**src/rtl/traffic_down_timer_pkg.sv**
```systemverilog
// Purpose : shared types and defaults for the traffic-light phase timer.
// Latency : n/a (types and constants only).
// Backpr. : n/a.
// Contents: timer_state_t FSM encoding, default width/divider, prescaler width helper.
package traffic_timer_pkg;

    typedef enum logic [1:0] {
        IDLE = 2'd0,
        RUN  = 2'd1,
        DONE = 2'd2
    } timer_state_t;

    localparam int TIMER_WIDTH_DEF    = 5;
    localparam int TIMER_TICK_DIV_DEF = 4;

    // A divide-by-1 prescaler still needs one flop so the port widths stay legal.
    function automatic int prescaler_width(input int div);
        return (div > 1) ? $clog2(div) : 1;
    endfunction

endpackage

```
**src/rtl/traffic_down_timer_if.sv**
```systemverilog
// Purpose : load handshake plus status bundle for traffic_down_timer.
// Latency : n/a (wires only).
// Backpr. : load_ready from the timer gates load_valid from the controller.
// Ports   : master = phase controller side, slave = timer side.
//           pause exists only when TIMER_PAUSE_EN is defined.
interface traffic_down_timer_if
    import traffic_timer_pkg::*;
#(
    parameter int WIDTH = TIMER_WIDTH_DEF
);
    logic             load_valid;
    logic             load_ready;
    logic [WIDTH-1:0] load_value;
    logic             abort;
    logic [WIDTH-1:0] count;
    logic [WIDTH-1:0] count_n;
    logic             busy;
    logic             done;
`ifdef TIMER_PAUSE_EN
    logic             pause;

    modport master (
        output load_valid, load_value, abort, pause,
        input  load_ready, count, count_n, busy, done
    );
    modport slave (
        input  load_valid, load_value, abort, pause,
        output load_ready, count, count_n, busy, done
    );
`else
    modport master (
        output load_valid, load_value, abort,
        input  load_ready, count, count_n, busy, done
    );
    modport slave (
        input  load_valid, load_value, abort,
        output load_ready, count, count_n, busy, done
    );
`endif
endinterface

```
**src/rtl/traffic_tick_prescaler.sv**
```systemverilog
// Purpose : divides clk into one decrement tick every TICK_DIV enabled cycles.
// Latency : tick is combinational from the internal count and enable.
// Backpr. : enable low freezes the count; clear forces it back to 0.
// Ports   : clk, rst_n, clear, enable in; tick out.
module traffic_tick_prescaler
    import traffic_timer_pkg::*;
#(
    parameter int TICK_DIV = TIMER_TICK_DIV_DEF
) (
    input  logic clk,
    input  logic rst_n,
    input  logic clear,
    input  logic enable,
    output logic tick
);
    localparam int            PW   = prescaler_width(TICK_DIV);
    localparam logic [PW-1:0] LAST = PW'(TICK_DIV - 1);

    logic [PW-1:0] presc_q;
    logic [PW-1:0] presc_d;

    assign tick = enable && (presc_q == LAST);

    always_comb begin
        presc_d = presc_q;
        if (clear) begin
            presc_d = '0;
        end else if (tick) begin
            presc_d = '0;
        end else if (enable) begin
            presc_d = presc_q + 1'b1;
        end
    end

    always_ff @(posedge clk or negedge rst_n) begin
        if (!rst_n) begin
            presc_q <= '0;
        end else begin
            presc_q <= presc_d;
        end
    end

endmodule

```
**src/rtl/traffic_down_timer.sv**
```systemverilog
// Purpose : loadable down-counter timing one traffic-light phase; pulses done at zero.
// Latency : load N at edge E -> DONE entered at E+N*TICK_DIV, done high the cycle after (N=0: cycle after E).
// Backpr. : load_ready only in IDLE; load_valid elsewhere is ignored.
// Ports   : clk, rst_n (async active-low), tif (slave: load handshake, abort, count/count_n/busy/done).
// Config  : TIMER_PAUSE_EN adds tif.pause, which freezes prescaler and count while in RUN.
module traffic_down_timer
    import traffic_timer_pkg::*;
#(
    parameter int WIDTH    = TIMER_WIDTH_DEF,
    parameter int TICK_DIV = TIMER_TICK_DIV_DEF
) (
    input  logic                  clk,
    input  logic                  rst_n,
    traffic_down_timer_if.slave   tif
);
    timer_state_t     state_q, state_d;
    logic [WIDTH-1:0] count_q, count_d;
    logic             tick;
    logic             pause_in;
    logic             presc_clear;
    logic             presc_enable;

`ifdef TIMER_PAUSE_EN
    assign pause_in = tif.pause;
`else
    assign pause_in = 1'b0;
`endif

    // Prescaler only runs in RUN; holding it clear elsewhere guarantees a fresh
    // full TICK_DIV period after every load, and abort resets it immediately.
    assign presc_enable = (state_q == RUN) && !pause_in;
    assign presc_clear  = (state_q != RUN) || tif.abort;

    traffic_tick_prescaler #(
        .TICK_DIV (TICK_DIV)
    ) u_prescaler (
        .clk    (clk),
        .rst_n  (rst_n),
        .clear  (presc_clear),
        .enable (presc_enable),
        .tick   (tick)
    );

    // State and count registers.
    always_ff @(posedge clk or negedge rst_n) begin
        if (!rst_n) begin
            state_q <= IDLE;
            count_q <= '0;
        end else begin
            state_q <= state_d;
            count_q <= count_d;
        end
    end

    // Next-state and next-count logic.
    always_comb begin
        state_d = state_q;
        count_d = count_q;
        case (state_q)
            IDLE: begin
                // abort has no effect here, so a simultaneous load still goes through.
                if (tif.load_valid) begin
                    if (tif.load_value != '0) begin
                        state_d = RUN;
                        count_d = tif.load_value;
                    end else begin
                        state_d = DONE;
                        count_d = '0;
                    end
                end
            end
            RUN: begin
                if (tif.abort) begin
                    state_d = IDLE;
                    count_d = '0;
                end else if (tick && (count_q != '0)) begin
                    // Zero guard keeps the count from ever wrapping to all ones.
                    count_d = count_q - 1'b1;
                    if (count_q == WIDTH'(1)) begin
                        state_d = DONE;
                    end
                end
            end
            DONE: begin
                state_d = IDLE;
                count_d = '0;
            end
            default: begin
                state_d = IDLE;
                count_d = '0;
            end
        endcase
    end

    // Outputs decoded purely from registers.
    always_comb begin
        tif.load_ready = (state_q == IDLE);
        tif.busy       = (state_q == RUN);
        tif.done       = (state_q == DONE);
        tif.count      = count_q;
        tif.count_n    = ~count_q;
    end

endmodule
```
**src/flat_wrapper.sv**
```systemverilog
// flat-port wrapper written by rule: the top's interface ports become plain ports
module traffic_down_timer_flat import traffic_timer_pkg::*;
#(
    parameter int WIDTH    = TIMER_WIDTH_DEF,
    parameter int TICK_DIV = TIMER_TICK_DIV_DEF
)
  (clk, rst_n, tif_load_valid, tif_load_value, tif_abort, tif_load_ready, tif_count, tif_count_n, tif_busy, tif_done);
  traffic_down_timer_if #(.WIDTH(WIDTH)) tif_i ();
  input  logic clk;
  input  logic rst_n;
  input wire logic [$bits(tif_i.load_valid)-1:0] tif_load_valid;
  input wire logic [$bits(tif_i.load_value)-1:0] tif_load_value;
  input wire logic [$bits(tif_i.abort)-1:0] tif_abort;
  output wire logic [$bits(tif_i.load_ready)-1:0] tif_load_ready;
  output wire logic [$bits(tif_i.count)-1:0] tif_count;
  output wire logic [$bits(tif_i.count_n)-1:0] tif_count_n;
  output wire logic [$bits(tif_i.busy)-1:0] tif_busy;
  output wire logic [$bits(tif_i.done)-1:0] tif_done;
  assign tif_i.load_valid = tif_load_valid;
  assign tif_i.load_value = tif_load_value;
  assign tif_i.abort = tif_abort;
  assign tif_load_ready = tif_i.load_ready;
  assign tif_count = tif_i.count;
  assign tif_count_n = tif_i.count_n;
  assign tif_busy = tif_i.busy;
  assign tif_done = tif_i.done;
  traffic_down_timer #(.WIDTH(WIDTH), .TICK_DIV(TICK_DIV)) u_core (.clk(clk), .rst_n(rst_n), .tif(tif_i));
endmodule
```
**config.mk**
```make
export PLATFORM = sky130hd
export DESIGN_NAME = traffic_down_timer_flat
export DESIGN_NICKNAME = d
export VERILOG_FILES = /design/src/rtl/traffic_down_timer_pkg.sv /design/src/rtl/traffic_down_timer_if.sv /design/src/rtl/traffic_tick_prescaler.sv /design/src/rtl/traffic_down_timer.sv /design/src/flat_wrapper.sv
export SDC_FILE = /design/constraint.sdc
export NUM_CORES = 1
export LEC_CHECK = 0
export ABC_CLOCK_PERIOD_IN_PS = 1950
export BUFFER_PORTS_ARGS = -buffer_cell sky130_fd_sc_hd__buf_2
export CAP_MARGIN = 25
export CELL_PAD_IN_SITES_DETAIL_PLACEMENT = 1
export CELL_PAD_IN_SITES_GLOBAL_PLACEMENT = 1
export CORE_MARGIN = 2
export CORE_UTILIZATION = 32
export CTS_CLUSTER_SIZE = 12
export DETAILED_ROUTE_END_ITERATION = 8
export GPL_ROUTABILITY_DRIVEN = 0
export PLACE_DENSITY = 0.71
export SKIP_LAST_GASP = 1
export SLEW_MARGIN = 20
export SYNTH_ARGS = -nofsm -noshare
export SYNTH_HDL_FRONTEND = slang
export SYNTH_HIERARCHICAL = 1
export SYNTH_SLANG_ARGS = --single-unit
```
**constraint.sdc**
```tcl
create_clock -name clk -period 1.95 [get_ports clk]
set_clock_uncertainty 0.15 [all_clocks]
set_input_delay 0.195 -clock clk [delete_from_list [all_inputs] [get_ports clk]]
set_output_delay 0.195 -clock clk [all_outputs]
set_load 0.02 [all_outputs]
```
==> results.sh <==
export IMPL_maxCapViolCount=0
export IMPL_synth_cell_types=35
export IMPL_cp_num_cells=6
export IMPL_cts_made_buffers=3
export IMPL_firstDrtPassIters=4
export IMPL_hold_violations=0
export IMPL_synth_xor_area_share_pct=2.68
export IMPL_core_area_mm2=0.00194
export IMPL_nets=112
export IMPL_die_w_um=49.2
export IMPL_rows=16
export IMPL_diodes=0
export IMPL_portBuffers=21
export IMPL_ff2ff_path_depth=6
export IMPL_syn_nets=82
export IMPL_grt_pass1_wl_um=3020
export IMPL_synth_top_cell_by_area="dfrtp_1"
export IMPL_synth_area_um2=653
export IMPL_synth_top_area_share_pct=34.5
export IMPL_synth_top_cells_by_area="dfrtp_1, ha_1, a22o_1"
export IMPL_ir_worst_vdd_mv=0.571
export IMPL_grt_setup_unrepaired="false"
export IMPL_post_cts_buffers=0
export IMPL_slowest_stage="or4b_4"
export IMPL_worst_setup_path_end_kind="flip-flop"
export IMPL_synth_compound_area_share_pct=17.4
export IMPL_path_clk_slew_ns=0.07
export IMPL_synthCells=69
export IMPL_min_path_cells=3
export IMPL_place_ws_ns=0.133
export IMPL_fin_crit_sh_pct=94.0
export IMPL_gr_usage_all_layers_pct=16.4
export IMPL_num_vias=609
export IMPL_final_util_pct=44.6
export IMPL_final_setup_viol_count=0
export IMPL_drive_above_1_share_pct=39.8
export IMPL_nFillCells=241
export IMPL_drv_slew=0
export IMPL_power_density_mw_per_mm2=1060
export IMPL_worst_pin_slew_ns=0.391
export IMPL_avgSynthCellArea_um2=9.47
export IMPL_drt_iter0_drc=8
export IMPL_placedInstanceArea_um2=828
export IMPL_drc=0
export IMPL_cts_tree="yes"
export IMPL_grt_max_degree=12
export IMPL_die_area_mm2=0.00242
export IMPL_period_needed_ns=1.83
export IMPL_synth_ff_type="dfrtp_1"
export IMPL_synth_top_family_by_area="simple AND/OR/NAND/NOR gates"
export IMPL_post_dp_hpwl_um=1380
export IMPL_routedWlPerCell_um=13.7
export IMPL_p_total_uw=919
export IMPL_ant_nets=0
export IMPL_yosys_warnings=6
export IMPL_status="complete, no violations"
export IMPL_grt_overflow=0
export IMPL_ios=22
export IMPL_synth_edff_count=0
export IMPL_setup_slack_ns=0.116
export IMPL_start_kind="flip-flop"
export IMPL_stdcell_area_um2=866
export IMPL_relSlewSlack_pct=73.7
export IMPL_synthMuxAreaShare_pct=6.70
export IMPL_critical_path_required_ns=1.96
export IMPL_cp_cell_sequence="inv_2 > ha_1 > or4b_4 > nand2_2 > a211oi_2 > a32o_1"
export IMPL_cts_max_path_buffers=2
export IMPL_setup_tns_ns=0
export IMPL_clock_latency_ns=0.27
export IMPL_crit_arrival_ns=1.84
export IMPL_fin_cells=125
export IMPL_cts_sinks=9
export IMPL_routed_wl_um=1710
export IMPL_grt_pass1_vias=659
export IMPL_cp_top_family="simple AND/OR/NAND/NOR gates"
export IMPL_synth_most_common_cell="dfrtp_1"
export IMPL_cts_htree_levels=1
export IMPL_hold_class="input pin to flip-flop"
export IMPL_antenna_found_initial=0
export IMPL_start_util_pct=33.6
export IMPL_timing_hold_ws_ns=0.136
export IMPL_die_h_um=49.2
export IMPL_p_leak_nw=0.414
export IMPL_worstPathMaxFanout=4
export IMPL_area_growth_pct=32.6
export IMPL_synthTopCellsByCount="dfrtp_1, inv_1, nor2_1"
export IMPL_path_buf_inv=1
export IMPL_via_per_inst=4.87
export IMPL_dp_cells=120
export IMPL_synth_adder_area_share_pct=7.66
export IMPL_ys_ff_latch=9
export IMPL_synthArstFlopShare_pct=100
export IMPL_critical_path_max_stage_delay_ns=0.47
export IMPL_ctsRootBufferMaster="clkbuf_4"
export IMPL_timing_fmax_mhz=545
export IMPL_worstSetupPathType="flip-flop to flip-flop"
export IMPL_yosys_area_share_simple_pct=26.2
export IMPL_yosysSeqAreaShare_pct=34.5
final timing paths:
path                                                from                             to  slack, ns
setup / recovery                     u_core/tif.count[1]            u_core/tif.count[2]       0.12
hold / removal                         tif_load_value[1]            u_core/tif.count[1]       0.14
setup reg to reg                     u_core/tif.count[1]            u_core/tif.count[2]       0.12
hold reg to reg            u_core/u_prescaler/presc_q[1]  u_core/u_prescaler/presc_q[1]       0.40
max in group asynchronous                          rst_n            u_core/tif.count[4]       1.29
min in group asynchronous                          rst_n              u_core/state_q[1]       0.16
per-layer routing:
layer / vias up / part of all wire, % / track usage (%) / wire length (um)
li1: 306 / - / - / -
met1: 285 / 47 / 21.0 / 802
met2: 16 / 46 / 26.1 / 781
met3: 2 / 6.4 / 6.75 / 110
met4: 0 / 0.94 / 2.86 / 16
met5: - / 0 / 0 / 0
sequential cells by signal, summed over array words and instances (netlist names):
name / cells
u_core/state_q: 2
u_core/tif.count: 5
u_core/u_prescaler/presc_q: 2
repair_timing:
item	4_1_cts	5_1_grt
hold endpoints to repair	9	0
gates resized for setup	0	0
hold buffers	1	0
kinds of logic after synthesis:
group / Yosys count
adders and majority gates: 4
buffers and inverters: 8
muxes: 4
and+or+nand+nor: 28
AOI/OAI and AO/OA: 14
DFF: 9
xor gates and xnor gates: 2
where the power goes:
group | switching, mW | internal [mW] | leakage [nW] | total, mW
sequential | 0.0494 | 0.228 | 0.116 | 0.277
combinational | 0.278 | 0.215 | 0.280 | 0.493
clock | 0.0727 | 0.0758 | 0.0177 | 0.148
tightest hold or removal path: cells and delay by family:
family	cells	cell delay, ns
multiplexers	1	0.12
AO/OA/AOI/OAI	1	0.13
buffers and inverters	1	0.08
layout by cell type, fill, tap and decap left out, drive strengths merged:
cell	instances
nand2	3
nand2b	3
o21ai	2
or4	1
mux2	3
ha	4
and2b	1
nor2	6
nand3b	1
nor2b	3
inv	6
clkbuf	3
nor3b	1
xnor2	2
dlygate4sd3	1
and2	1
or4b	1
o32ai	1
nor4b	1
nor4	1
a211oi	2
a22oi	1
or3b	1
a21oi	2
mux2i	1
a22o	4
nor3	3
dfrtp	9
clkinv	1
nand4b	1
buf	26
a32o	1
o21a	1
cell type report:
type	instances	area (um2)	area share, %
Clock inverter	1	5.00	0.578
Timing Repair Buffer	27	153	17.6
Sequential cell	9	225	26.0
Multi-Input combinational cell	52	404	46.7
Tap cell	27	33.8	3.90
Clock buffer	3	22.5	2.60
Inverter	6	22.5	2.60
No activity file was read; power rests on OpenSTA's default activity.
